--- config.mk ---
export PLATFORM = sky130hd
export DESIGN_NAME = turn_sequencer
export DESIGN_NICKNAME = d
export VERILOG_FILES = /design/src/rtl/turn_sequencer.sv
export SDC_FILE = /design/constraint.sdc
export NUM_CORES = 1
export LEC_CHECK = 0
export BUFFER_PORTS_ARGS = -buffer_cell sky130_fd_sc_hd__buf_4
export CELL_PAD_IN_SITES_DETAIL_PLACEMENT = 0
export CELL_PAD_IN_SITES_GLOBAL_PLACEMENT = 1
export CORE_MARGIN = 3
export CORE_UTILIZATION = 30
export DETAILED_ROUTE_END_ITERATION = 12
export GPL_ROUTABILITY_DRIVEN = 0
export PLACE_DENSITY = 0.7
export SLEW_MARGIN = 40
export SYNTH_ARGS = -nofsm -noshare
export SYNTH_HDL_FRONTEND = slang
export SYNTH_SLANG_ARGS = --single-unit
--- constraint.sdc ---
create_clock -name clk -period 2.7 [get_ports clk]
set_input_delay 0 -clock clk [delete_from_list [all_inputs] [get_ports clk]]
set_output_delay 0 -clock clk [all_outputs]
set_load 0.05 [all_outputs]
--- src/rtl/turn_sequencer.sv ---
// Two-player turn scheduler: owns tanks, angles, move budget, shot and score.
// Optional TURN_MOVE_LIMIT_EN enforces the per-turn move budget.
module turn_sequencer #(
  parameter int XW           = 4,
  parameter int AW           = 3,
  parameter int MOVE_BUDGET  = 3,
  parameter int SHOT_TIMEOUT = 31,
  parameter int WIN_SCORE    = 3
) (
  input  logic          clk,
  input  logic          reset,
  input  logic          left_x,
  input  logic          right_x,
  input  logic          left_aim,
  input  logic          right_aim,
  input  logic          shoot,
  input  logic          new_game,
  input  logic          shot_done,
  input  logic          shot_hit,
  output logic          player,
  output logic [XW-1:0] p0_x,
  output logic [XW-1:0] p1_x,
  output logic [AW-1:0] p0_angle,
  output logic [AW-1:0] p1_angle,
  output logic [3:0]    moves_left,
  output logic          fire,
  output logic          shot_active,
  output logic [1:0]    score0,
  output logic [1:0]    score1,
  output logic          game_over,
  output logic          winner
);

  typedef enum logic [2:0] {
    IDLE, AIM, FLIGHT, RESOLVE, OVER
  } state_t;

  localparam logic [XW-1:0] X_MAX  = '1;
  localparam logic [AW-1:0] A_MAX  = '1;
  localparam logic [AW-1:0] A_MID  = AW'(1) << (AW - 1);
  localparam logic [3:0]    BUDGET = 4'(MOVE_BUDGET);
  localparam logic [7:0]    TMO    = 8'(SHOT_TIMEOUT);
  localparam logic [1:0]    WIN    = 2'(WIN_SCORE);

  state_t        state, state_d;
  logic [7:0]    timer, timer_d;
  logic          player_d;
  logic [XW-1:0] p0_x_d, p1_x_d;
  logic [AW-1:0] p0_angle_d, p1_angle_d;
  logic [3:0]    moves_left_d;
  logic          fire_d, shot_active_d;
  logic [1:0]    score0_d, score1_d;
  logic          game_over_d, winner_d;

  logic [XW-1:0] cur_x, tgt;
  logic [AW-1:0] cur_a, a_tgt;
  logic [1:0]    cur_score;
  logic          mv_req, aim_req, at_edge, collide;
  logic          budget_ok, move_ok;

  assign cur_x     = player ? p1_x : p0_x;
  assign cur_a     = player ? p1_angle : p0_angle;
  assign cur_score = player ? score1 : score0;
  assign mv_req    = left_x | right_x;
  assign aim_req   = left_aim | right_aim;

  // left_x wins over right_x when both pulse together
  assign at_edge = left_x ? (cur_x == '0) : (cur_x == X_MAX);
  assign tgt     = left_x ? cur_x - XW'(1) : cur_x + XW'(1);
  assign collide = player ? (tgt <= p0_x) : (tgt >= p1_x);

`ifdef TURN_MOVE_LIMIT_EN
  assign budget_ok = (moves_left != 4'd0);
`else
  assign budget_ok = 1'b1;
`endif

  assign move_ok = mv_req & ~at_edge & ~collide & budget_ok;

  assign a_tgt = left_aim
    ? ((cur_a == '0)    ? cur_a : cur_a - AW'(1))
    : ((cur_a == A_MAX) ? cur_a : cur_a + AW'(1));

  always_comb begin
    state_d       = state;
    timer_d       = timer;
    player_d      = player;
    p0_x_d        = p0_x;
    p1_x_d        = p1_x;
    p0_angle_d    = p0_angle;
    p1_angle_d    = p1_angle;
    moves_left_d  = moves_left;
    fire_d        = 1'b0;
    shot_active_d = shot_active;
    score0_d      = score0;
    score1_d      = score1;
    game_over_d   = game_over;
    winner_d      = winner;

    unique case (state)
      AIM: begin
        if (shoot) begin
          fire_d        = 1'b1;
          shot_active_d = 1'b1;
          timer_d       = TMO;
          state_d       = FLIGHT;
        end else if (mv_req) begin
          if (move_ok) begin
            if (player) p1_x_d = tgt;
            else        p0_x_d = tgt;
`ifdef TURN_MOVE_LIMIT_EN
            moves_left_d = moves_left - 4'd1;
`endif
          end
        end else if (aim_req) begin
          if (player) p1_angle_d = a_tgt;
          else        p0_angle_d = a_tgt;
        end
      end
      FLIGHT: begin
        if (shot_done) begin
          if (shot_hit && cur_score != 2'd3) begin
            if (player) score1_d = score1 + 2'd1;
            else        score0_d = score0 + 2'd1;
          end
          shot_active_d = 1'b0;
          state_d       = RESOLVE;
        end else if (timer == 8'd0) begin
          shot_active_d = 1'b0;
          state_d       = RESOLVE;
        end else begin
          timer_d = timer - 8'd1;
        end
      end
      RESOLVE: begin
        if (cur_score == WIN) begin
          game_over_d = 1'b1;
          winner_d    = player;
          state_d     = OVER;
        end else begin
          player_d     = ~player;
          moves_left_d = BUDGET;
          state_d      = AIM;
        end
      end
      IDLE, OVER: ;
      default: state_d = IDLE;
    endcase

    // restart reloads everything but lands in AIM
    if (new_game) begin
      state_d       = AIM;
      timer_d       = 8'd0;
      player_d      = 1'b0;
      p0_x_d        = '0;
      p1_x_d        = X_MAX;
      p0_angle_d    = A_MID;
      p1_angle_d    = A_MID;
      moves_left_d  = BUDGET;
      fire_d        = 1'b0;
      shot_active_d = 1'b0;
      score0_d      = 2'd0;
      score1_d      = 2'd0;
      game_over_d   = 1'b0;
      winner_d      = 1'b0;
    end
  end

  always_ff @(posedge clk) begin
    if (reset) begin
      state       <= IDLE;
      timer       <= 8'd0;
      player      <= 1'b0;
      p0_x        <= '0;
      p1_x        <= X_MAX;
      p0_angle    <= A_MID;
      p1_angle    <= A_MID;
      moves_left  <= BUDGET;
      fire        <= 1'b0;
      shot_active <= 1'b0;
      score0      <= 2'd0;
      score1      <= 2'd0;
      game_over   <= 1'b0;
      winner      <= 1'b0;
    end else begin
      state       <= state_d;
      timer       <= timer_d;
      player      <= player_d;
      p0_x        <= p0_x_d;
      p1_x        <= p1_x_d;
      p0_angle    <= p0_angle_d;
      p1_angle    <= p1_angle_d;
      moves_left  <= moves_left_d;
      fire        <= fire_d;
      shot_active <= shot_active_d;
      score0      <= score0_d;
      score1      <= score1_d;
      game_over   <= game_over_d;
      winner      <= winner_d;
    end
  end

endmodule

**Word level (Yosys, flattened, before mapping)**

Cells that the tools add are included.

- Bits of input ports: 10
- Flip-flop bits (word level): 34

- $lt $le $gt $ge: 2
- Equality and inequality tests: 15
- Reduce and logical (&&, ||, !) cells: 21
- Mux-type cells: 24
- Bitwise gates (word level): 12
- Add/sub/neg operators: 7

Operators with widths:

| kind | number |
|---|---|
| 3-bit 2-to-1 mux | 8 |
| 8-bit 2-to-1 mux | 3 |
| 5-bit AND reduction | 4 |
| 8-bit case mux with 2 select lines | 1 |
| 3-bit case mux with 4 select lines | 1 |
| 4-bit AND reduction | 3 |
| 2-bit != test (second input constant) | 5 |
| 3-bit AND reduction | 3 |
| 8-bit zero test | 1 |
| 4-bit 2-to-1 mux | 2 |
| 1-bit NOT | 8 |
| 8-bit by 1-bit subtractor with 8-bit output (second input constant) | 1 |
| 1-bit 2-to-1 mux | 7 |
| 3-bit by 2-bit == test with 1-bit output (second input constant) | 2 |
| 3-bit == test (second input constant) | 2 |
| 3-bit zero test | 2 |
| 3-bit != test (second input constant) | 2 |
| 2-bit by 1-bit adder with 2-bit output (second input constant) | 2 |
| 4-bit by 1-bit adder with 4-bit output (second input constant) | 1 |
| 4-bit == test (second input constant) | 1 |
| 4-bit greater-or-equal comparator | 1 |
| 4-bit less-or-equal comparator | 1 |
| 4-bit zero test | 1 |
| 4-bit != test (second input constant) | 1 |
| 14 further kinds | 18 |

**Longest topological paths before layout**

Gate-level depths: netlist of the first run.

- Word-level depth: 8
- Mapped depth: 12
- Depth with buffers taken out: 11

**Worst setup path before layout of the first run**

No wires, ideal clock.

- Path type: register -> register
- Start point: register player
- End point: register p1_x[0]
- Cell stages (with the launch flop): 13
- Required time: 2.565 ns
- Buffers on the path: 1
- Setup time: 0.135 ns
- Slack: -0.300 ns
- Arrival time: 2.865 ns
- Period minus slack after synthesis: 3.000 ns
- Cells stage by stage: dfxtp_1 > buf_6 > mux2i_1 > inv_1 > ha_1 > a21oi_1 > o21ai_0 > xnor2_1 > ha_1 > a41oi_1 > o211ai_1 > o21ai_0 > nand3_1

- Cells in the longest elaborated chain, start to end: 8

Ends and longest elaborated chain:

| element | RTL line | RTL |
|---|---|---|
| start, declared | 20 | `output logic player,` |
| start signal, assigned | 188 | `player <= player_d;` |
| 4-bit 2-to-1 mux (*) | 61 | `assign cur_x = player ? p1_x : p0_x;` |
| 4-bit by 1-bit adder with 4-bit output / 4-bit by 1-bit subtractor with 4-bit output (equally long branches) | 69 | `assign tgt = left_x ? cur_x - XW'(1) : cur_x + XW'(1);` |
| 4-bit 2-to-1 mux (*) | 69 |  |
| net tgt[3] | 55 | `logic [XW-1:0] cur_x, tgt;` |
| 4-bit greater-or-equal comparator / 4-bit less-or-equal comparator (equally long branches) | 70 | `assign collide = player ? (tgt <= p0_x) : (tgt >= p1_x);` |
| 1-bit 2-to-1 mux (*) | 70 |  |
| 1-bit NOT (*) | 78 | `assign move_ok = mv_req & ~at_edge & ~collide & budget_ok;` |
| 1-bit bitwise AND (*) | 78 |  |
| 5-bit AND reduction (no line) (*) | - |  |
| end signal, assigned | 190 | `p1_x <= p1_x_d;` |
| end, declared | 22 | `output logic [XW-1:0] p1_x,` |

The timed path passes the listed nets; every way through them passes the cells marked *.
A chain may end at the register's enable or synchronous reset.

**Worst setup path after layout of the first run**

- Start point: register player
- End point: register p1_x[1]

Same word-level chain as after synthesis.

==> impl_metrics.py, run 1 <==
metrics = {
    "grt": {
        "grt_max_degree": 19,
        "grt_pass1_wl_mm": 8.31,
        "grt.total_usage_pct": 13.7,
        "antenna_found_initial": 0,
        "grt_pass1_vias": 1763,
        "overflow": 0,
    },
    "routing": {
        "dr.first_iter.drc_count": 73,
        "wl_per_cell_um": 13.9,
        "dr_total_vias": 1942,
        "totalWireLength_mm": 5.24,
        "viasPerCell": 5.16,
        "first_pass_iters": 4,
        "postRouteAntennaNets": 0,
        "route.detailed.drc": 0,
    },
    "synthesis": {
        "yosysSeqAreaShare_pct": 32.9,
        "synthCells": 248,
        "synth_most_common_cell": "dfxtp_1",
        "ys_async_sr_fraction_pct": 0,
        "yosys-top-cells-area": "dfxtp_1 33%, ha_1 9.1%, a21oi_1 4.6%",
        "synth_edf_count": 0,
        "syn_avg_cell_area_um2": 8.35,
        "yosys.area.top_type": "dfxtp_1",
        "syn-cell-area_um2": 2070,
        "synthTopCellsByCount": "34 x dfxtp_1, 23 x nor2_1, 21 x inv_1",
        "synthFlopType": "dfxtp_1",
        "yosys.area.top_type_share_pct": 32.9,
        "ys_ff_latch": 34,
        "synth.distinct_cells": 49,
        "yosysWarnings": 0,
    },
    "pwr": {
        "power_mw": 1.15,
        "peakVddDrop_mv": 0.200,
        "p_leak_nw": 1.14,
        "powerDensity_nw_per_um2": 424,
    },
    "cells_and_area": {
        "stdcell_area_um2": 2720,
        "drive_above_1_share_pct": 27.4,
        "layout.nets": 325,
        "areaGrowthSynthToFinish_pct": 31.1,
        "fill_cells": 653,
        "post-route-util_pct": 41.6,
        "antenna_cells": 0,
    },
    "setup_path": {
        "worstPathMaxFanout": 5,
        "worst_ep_required_time_ns": 2.93,
        "criticalPathCategory": "reg2reg",
        "rrSetupSlack_ns": 0.12,
        "startpoint_type": "flip-flop",
        "crit_path_end_kind": "flip-flop",
        "r2r_end": "p1_x[1]",
        "r2r_start": "player",
        "reg2reg_depth": 11,
        "crit_arrival_ns": 2.81,
    },
    "timing": {
        "setup_viol": 0,
        "tightest_slew_ns": 0.613,
        "max_slew_margin_pct": 59.1,
        "min_period_over_period_pct": 95.7,
        "fin_crit_ns": 2.58,
        "rsz0062_at_grt": "true",
        "hold_violations": 0,
        "setup_tns_ns": 0,
        "whs_ns": 0.111,
        "fin_skew_ns": 0.00969,
        "final-max-slew-violation-count": 0,
        "max_freq_mhz": 387,
    },
    "cts": {
        "path_clk_slew_ns": 0.07,
        "clock_sinks": 34,
        "cts_buffers": 5,
        "cts_root_buf": "clkbuf_8",
        "clock_latency_ns": 0.29,
        "cts_buffer_depth": 2,
        "htree_levels": 2,
        "cts_tree": "built",
    },
    "floorplanning": {
        "start_util_pct": 31.7,
        "die_area_um2": 7940,
        "fp-row-count": 29,
        "die_x_um": 89.1,
        "die_h_um": 89.1,
        "core_um2": 6530,
        "io_pins": 37,
    },
    "place": {
        "portBuffers": 32,
        "dpl.hpwl_mm": 3.94,
        "placed_area_um2": 2460,
    },
    "min_path": {
        "min_to": "p1_angle[0]",
        "min_path_cells": 4,
        "min-delay-start": "right_x",
        "hold_class": "in2reg",
    },
    "run_status": {
        "status": "complete, no violations",
    },
    "job": {
        "max_cap_viol_count": 0,
    },
}
==> cell families after synthesis <==
| family | after synthesis | synth area share, % |
|---|---|---|
| flip-flops | 34 | 32.9 |
| XOR/XNOR | 10 | 4.23 |
| adder cells (fa/ha/maj) | 16 | 10.0 |
| AO/OA/AOI/OAI | 63 | 19.8 |
| AND/OR/NAND/NOR | 78 | 18.7 |
| multiplexers | 12 | 6.95 |
| buffers and inverters | 33 | 7.07 |
| other | 2 | 0.363 |
==> final cells by class <==
cell class | count | area, um^2 | share of cell area [%]
multi-input cells | 183 | 1340 | 49.3
flip-flops and latches | 34 | 684 | 25.2
repair buffers | 53 | 407 | 15.0
clock buffers | 7 | 108 | 3.96
well taps | 77 | 96.3 | 3.55
inverters | 22 | 82.6 | 3.04
==> state kept, by name, indices dropped and copies added, names as in the netlist <==
signal,count
p1_x,4
score0,2
timer,8
winner,1
fire,1
shot_active,1
player,1
score1,2
p1_angle,3
p0_x,4
p0_angle,3
state,3
game_over,1
==> worst max-delay path: stages, from the launching register on <==
cell	delay [ns]
dfxtp_4	0.41
buf_6	0.12
mux2_4	0.31
inv_2	0.07
fa_1	0.42
inv_2	0.11
ha_4	0.20
nor2b_1	0.13
o211a_1	0.21
o211ai_1	0.34
nor3_1	0.11
o21ai_1	0.11
==> repair_timing <==
| action | 4_1_cts | 5_1_grt |
|---|---|---|
| setup buffers | 0 | 8 |
| hold buffers | 2 | 0 |
| gates resized for setup | 0 | 18 |
| endpoints found under the setup margin | 0 | 8 |
| hold endpoints to repair | 1 | 0 |
==> through the flow <==
stage                     setup slack (ns)  instances
after floorplan                     0.0122        250
after global placement              0.0694        359
after detailed placement            0.0307        359
after CTS                           0.0182        368
after global routing               -0.0360        376
final                                0.117        376
==> placed cells by master, fill, tap and decap left out, types with 7 or more instances in the layout <==
master / Yosys / final
buf_4: 4 / 50
dfxtp_1: 34 / 33
nor2_1: 23 / 23
a21oi_1: 19 / 19
inv_1: 21 / 18
nand2_1: 14 / 14
nand3_1: 12 / 12
ha_1: 15 / 12
o21ai_0: 15 / 8
o21ai_1: 1 / 7
nor3_1: 7 / 7
==> where the power goes <==
group,internal (mW),switching (mW)
clock,0.258,0.189
combinational,0.0770,0.110
sequential,0.509,0.00786
==> worst max path at each step <==
stage              end  slack (ns)  startpoint  depth (start not counted)
6_report       p1_x[1]        0.12      player                         11
5_1_grt        p1_x[1]       -0.04      player                         11
4_1_cts        p1_x[2]        0.02      player                         11
3_5_place_dp   p1_x[2]        0.03      player                         11
3_3_place_gp   p0_x[3]        0.07      player                         12
2_1_floorplan  p1_x[1]        0.01     p0_x[0]                         10
==> layer usage <==
metal  vias up  global-route usage [%]  share of wire [%]
met1       905                    17.0                 47
met2        58                    22.4                 47
li1        973                       -                  -
met5         -                       0                  0
met4         0                    5.28                1.3
met3         6                    3.87                5.7
(Power assumes the default switching activity.)
==> run 2, diff against run 1 <==
Settings changed: CAP_MARGIN set to 20, PLACE_DENSITY 0.7 to 0.68.
Clock period 2.7 ns to 3.2 ns, I/O delays scaled along.
==> run 2 against run 1 <==
Setup slack better by 0.31 ns. Clock power shrank 26%. Worst hold slack lost 0.074 ns. Register-to-register slack improved by 0.31 ns. Count of clock-buffer cells in the layout is the same. Highest routed layer unchanged. Total power decreased by 21%. Sequential cell count is the same.
==> impl_metrics.py, run 2 (synthesis gave the netlist of run 1 again) <==
metrics = {
    "timing": {
        "fin_ws_ns": 0.430,
        "min_period_over_period_pct": 86.6,
        "final-max-slew-violation-count": 0,
        "max_freq_mhz": 361,
        "hold_violations": 0,
        "tightest_slew_ns": 0.591,
        "setup_viol": 0,
        "fin_crit_ns": 2.77,
        "setup_tns_ns": 0,
        "max_slew_margin_pct": 60.6,
        "rsz0062_at_grt": "false",
        "fin_skew_ns": 0.00232,
    },
    "setup_path": {
        "startpoint_type": "flip-flop",
        "cp_slowest_cell": "dfxtp_2",
        "crit_path_max_incr_delay_ns": 0.43,
        "r2r_end": "p1_x[2]",
        "cp_cell_sequence": "mux2i_2, inv_1, ha_1, a21oi_1, o21ai_0, xnor2_1, ha_1, a41oi_1, o211ai_1, o21ai_0, nand3_1",
        "path_buf_inv": 1,
        "worst_ep_required_time_ns": 3.34,
        "path_delay_family": "compound AO/OA/AOI/OAI gates",
        "criticalPathCategory": "reg2reg",
        "reg2reg_depth": 11,
        "cp.depth": 11,
        "worstPathMaxFanout": 6,
        "rrSetupSlack_ns": 0.43,
        "crit_path_end_kind": "flip-flop",
        "crit_arrival_ns": 2.91,
        "r2r_start": "player",
    },
    "place": {
        "portBuffers": 32,
        "dp_slack_ns": 0.333,
        "dpl.hpwl_mm": 3.82,
        "dpl.cell_count": 352,
        "placed_area_um2": 2390,
    },
    "cts": {
        "cts_buffer_depth": 2,
        "cts_buffers": 5,
        "htree_levels": 2,
        "post_cts_buffers": 0,
        "cts_tree": "built",
        "path_clk_slew_ns": 0.07,
        "clock_latency_ns": 0.29,
        "cts_root_buf": "clkbuf_8",
        "clock_sinks": 34,
    },
    "cells_and_area": {
        "final_common_cell": "buf_4",
        "stdcell_area_um2": 2510,
        "final_cell_count_no_fill": 362,
        "largest_register_ffs": 8,
        "fill_cells": 697,
        "drive_above_1_share_pct": 20.7,
        "layout.nets": 310,
        "layout_common_cells": "36 x buf_4, 33 x dfxtp_1, 22 x nor2_1",
        "antenna_cells": 0,
        "reg_top3": "timer (8), p0_x (4), p1_x (4)",
        "ff_latch_area_um2": 682,
        "top_register": "timer",
        "areaGrowthSynthToFinish_pct": 21.3,
        "multi_input_area_um2": 1270,
    },
    "floorplanning": {
        "die_x_um": 89.1,
        "fp-row-count": 29,
        "core_um2": 6530,
        "die_area_um2": 7940,
        "io_pins": 37,
        "start_util_pct": 31.7,
        "die_h_um": 89.1,
    },
    "routing": {
        "first_pass_iters": 4,
        "viasPerCell": 5.12,
        "dr.first_iter.drc_count": 79,
        "wl_per_cell_um": 13.8,
        "dr_total_vias": 1852,
        "totalWireLength_mm": 5.00,
        "postRouteAntennaNets": 0,
        "route.detailed.drc": 0,
    },
    "min_path": {
        "hold_class": "in2reg",
        "min_path_cells": 3,
        "min-delay-start": "new_game",
        "min_to": "p0_angle[2]",
    },
    "job": {
        "max_cap_viol_count": 0,
    },
    "run_status": {
        "status": "complete, no violations",
    },
    "grt": {
        "grt_pass1_vias": 1756,
        "grt.total_usage_pct": 13.5,
        "overflow": 0,
        "grt_pass1_wl_mm": 8.37,
        "antenna_found_initial": 0,
        "grt_max_degree": 19,
    },
    "pwr": {
        "peakVddDrop_mv": 0.279,
        "p_leak_nw": 1.06,
        "powerDensity_nw_per_um2": 362,
    },
}
run 2: cell types whose count changed in the layout (fill, tap and decap cells not counted), moves of 3 or more:
cell     delta
buf_4      -14
ha_1        +3
ha_4        -3
inv_1       +3
inv_2       -3
o21ai_0     +7
o21ai_1     -6
run 2: layout make-up:
| class | instances | area share (%) |
|---|---|---|
| Multi-Input combinational cell | 183 | 50.5 |
| Sequential cell | 34 | 27.2 |
| Tap cell | 77 | 3.84 |
| Clock inverter | 1 | 0.199 |
| Timing Repair Buffer | 38 | 11.6 |
| Clock buffer | 7 | 3.44 |
| Inverter | 22 | 3.29 |
run 2: timing repair:
action                                 in CTS  in global routing
hold buffers                                2                  0
endpoints found under the hold margin       1                  0
resized for setup                           0                  3
setup endpoints to repair                   0                  4
run 2: worst reg2reg max path: stages, from the launching register on:
cell and delay [ns]:
dfxtp_2 0.43, mux2i_2 0.31, inv_1 0.08, ha_1 0.32
a21oi_1 0.13, o21ai_0 0.11, xnor2_1 0.22, ha_1 0.29
a41oi_1 0.26, o211ai_1 0.18, o21ai_0 0.19, nand3_1 0.09
run 2: how the worst max path moves through the flow:
stage,startpoint,end,slack [ns]
finish,player,p1_x[2],0.43
CTS,player,p1_x[1],0.31
global route,player,p1_x[3],0.08
global placement,player,p1_x[1],0.36
detailed placement,player,p1_x[2],0.33
floorplan,player,p1_x[0],0.20
run 2: power breakdown:
group | internal [mW] | switching (mW) | total, mW
clock network | 0.174 | 0.157 | 0.330
logic | 0.0541 | 0.0873 | 0.141
registers | 0.430 | 0.00670 | 0.437
run 2: metrics by stage:
stage               util (%)  hold slack, ns  power [mW]
finish                  38.4          0.0373       0.909
global route            38.4          0.0701       0.958
CTS                     38.3          0.0351       0.923
detailed placement      36.6           0.189       0.584
global placement        36.5           0.181       0.583
floorplan                  -          0.0724       0.549
run 2: metal layers:
layer  track usage (%)  wire (um)  vias up  part of all wire, %
met5                 0          0        -                    0
met4              4.87         61        0                  1.2
met3              3.04        268        6                  5.4
met2              19.8       2230       41                   45
met1              19.3       2440      863                   49
li1                  -          -      942                    -
==> run 3, diff against run 2 <==
Settings changed: REMOVE_ABC_BUFFERS set to 1.
==> run 3 against run 2 <==
Combinational power is essentially flat. Die area is the same. Setup slack lost 0.13 ns. Critical path depth is the same. First-iteration DRC count shrank 10%. Fmax shrank 4.5%. Core utilization shrank 0.40 points. Final cell count shrank 0.83%. Total power shrank 0.41%. Non-clock buffer count shrank 3. Highest routed layer unchanged.
==> impl_metrics.py, run 3 (synthesis gave the netlist of run 1 again) <==
metrics = {
    "floorplanning": {
        "die_area_um2": 7940,
        "core_um2": 6530,
        "die_h_um": 89.1,
        "die_x_um": 89.1,
        "start_util_pct": 31.7,
        "io_pins": 37,
        "fp-row-count": 29,
    },
    "cells_and_area": {
        "drive_above_1_share_pct": 19.5,
        "layout_common_cells": "33 x dfxtp_1, 33 x buf_4, 22 x nor2_1",
        "final_cell_count_no_fill": 359,
        "top_register": "timer",
        "stdcell_area_um2": 2480,
        "layout.nets": 307,
        "areaGrowthSynthToFinish_pct": 20.0,
        "largest_register_ffs": 8,
        "reg_top3": "timer (8), p0_x (4), p1_x (4)",
        "antenna_cells": 0,
    },
    "routing": {
        "first_pass_iters": 4,
        "totalWireLength_mm": 5.04,
        "wl_per_cell_um": 14.0,
        "dr.first_iter.drc_count": 71,
        "viasPerCell": 5.00,
        "dr_total_vias": 1796,
        "route.detailed.drc": 0,
        "postRouteAntennaNets": 0,
    },
    "setup_path": {
        "r2r_end": "p1_x[2]",
        "crit_arrival_ns": 3.04,
        "reg2reg_depth": 11,
        "rrSetupSlack_ns": 0.30,
        "worst_ep_required_time_ns": 3.34,
        "cp_cell_sequence": "mux2i_1, inv_1, ha_1, a21oi_1, o21ai_0, xnor2_1, ha_1, a41oi_1, o211ai_1, o21ai_0, nand3_1",
        "worstPathMaxFanout": 8,
        "crit_path_end_kind": "flip-flop",
        "startpoint_type": "flip-flop",
        "cp_slowest_cell": "dfxtp_2",
        "criticalPathCategory": "reg2reg",
        "r2r_start": "player",
        "crit_path_max_incr_delay_ns": 0.44,
    },
    "job": {
        "max_cap_viol_count": 0,
    },
    "run_status": {
        "status": "complete, no violations",
    },
    "grt": {
        "antenna_found_initial": 0,
        "overflow": 0,
        "grt.total_usage_pct": 13.4,
        "grt_pass1_wl_mm": 8.36,
        "grt_max_degree": 19,
        "grt_pass1_vias": 1738,
    },
    "timing": {
        "min_period_over_period_pct": 90.7,
        "rsz0062_at_grt": "false",
        "fin_crit_ns": 2.90,
        "final-max-slew-violation-count": 0,
        "fin_skew_ns": 0.00535,
        "max_freq_mhz": 345,
        "hold_violations": 0,
        "max_slew_margin_pct": 52.7,
        "setup_viol": 0,
        "tightest_slew_ns": 0.699,
    },
    "place": {
        "placed_area_um2": 2360,
        "dpl.cell_count": 349,
        "dpl.hpwl_mm": 3.78,
        "portBuffers": 32,
    },
    "min_path": {
        "hold_class": "in2reg",
        "min_to": "p0_angle[2]",
        "min_path_cells": 3,
        "min-delay-start": "new_game",
    },
    "cts": {
        "clock_latency_ns": 0.29,
        "cts_buffer_depth": 2,
        "cts_tree": "built",
        "cts_buffers": 5,
        "path_clk_slew_ns": 0.07,
        "htree_levels": 2,
        "clock_sinks": 34,
        "cts_root_buf": "clkbuf_8",
    },
    "pwr": {
        "peakVddDrop_mv": 0.158,
        "power_mw": 0.905,
        "p_leak_nw": 1.04,
        "powerDensity_nw_per_um2": 364,
    },
}
==> run 3: timing repair <==
action                     CTS  global route
hold endpoints to repair     1             0
buffers inserted             0             0
resized for setup            0             2
hold buffers                 2             0
setup endpoints to repair    0             4
==> run 3: final cells by class <==
cell class | count | area (um^2)
Fill cell | 695 | 4050
Multi-Input combinational cell | 183 | 1260
Sequential cell | 34 | 682
Timing Repair Buffer | 35 | 268
Tap cell | 77 | 96.3
Clock buffer | 7 | 86.3
Inverter | 22 | 82.6
Clock inverter | 1 | 5.00
==> run 3: routing by layer <==
layer / vias to the layer above / share of wire [%] / wire (um) / global-route usage, %
li1: 935 / - / - / -
met1: 811 / 49 / 2490 / 18.9
met2: 46 / 45 / 2290 / 20.8
met3: 4 / 4.1 / 208 / 2.86
met4: 0 / 1.1 / 55 / 3.65
met5: - / 0 / 0 / 0
==> run 3: per-stage QoR <==
stage                     worst slack [ns]  setup TNS, ns  utilization (%)  hold WS, ns
after global placement               0.263              0             36.1        0.175
after detailed placement             0.216              0             36.1        0.183
final                                0.298              0             38.0       0.0496
after CTS                            0.216              0             37.9       0.0553
after global routing               0.00589              0             38.0       0.0866
after floorplan                    -0.0330         -0.126                -       0.0724
==> run 3: power breakdown <==
part | internal, mW | switching, mW | leakage (nW)
registers | 0.430 | 0.00681 | 0.276
clock network | 0.174 | 0.157 | 0.0482
logic | 0.0517 | 0.0862 | 0.720
==> run 3: how the worst max path moves through the flow <==
stage,to,start,cells past startpoint
6_report,p1_x[2],player,11
5_1_grt,p1_x[0],player,11
4_1_cts,p1_x[2],player,11
3_5_place_dp,p1_x[2],player,11
3_3_place_gp,p1_x[0],player,11
2_1_floorplan,p1_x[0],player,11
==> run 3: critical path, delay by kind of cell, from the launching register on <==
family	cells	cell delay [ns]
AOI/OAI and AO/OA	5	0.86
xor gates and xnor gates	1	0.34
adders and majority gates	2	0.66
buffers and inverters	1	0.07
DFF	1	0.44
muxes	1	0.31
and+or+nand+nor	1	0.09
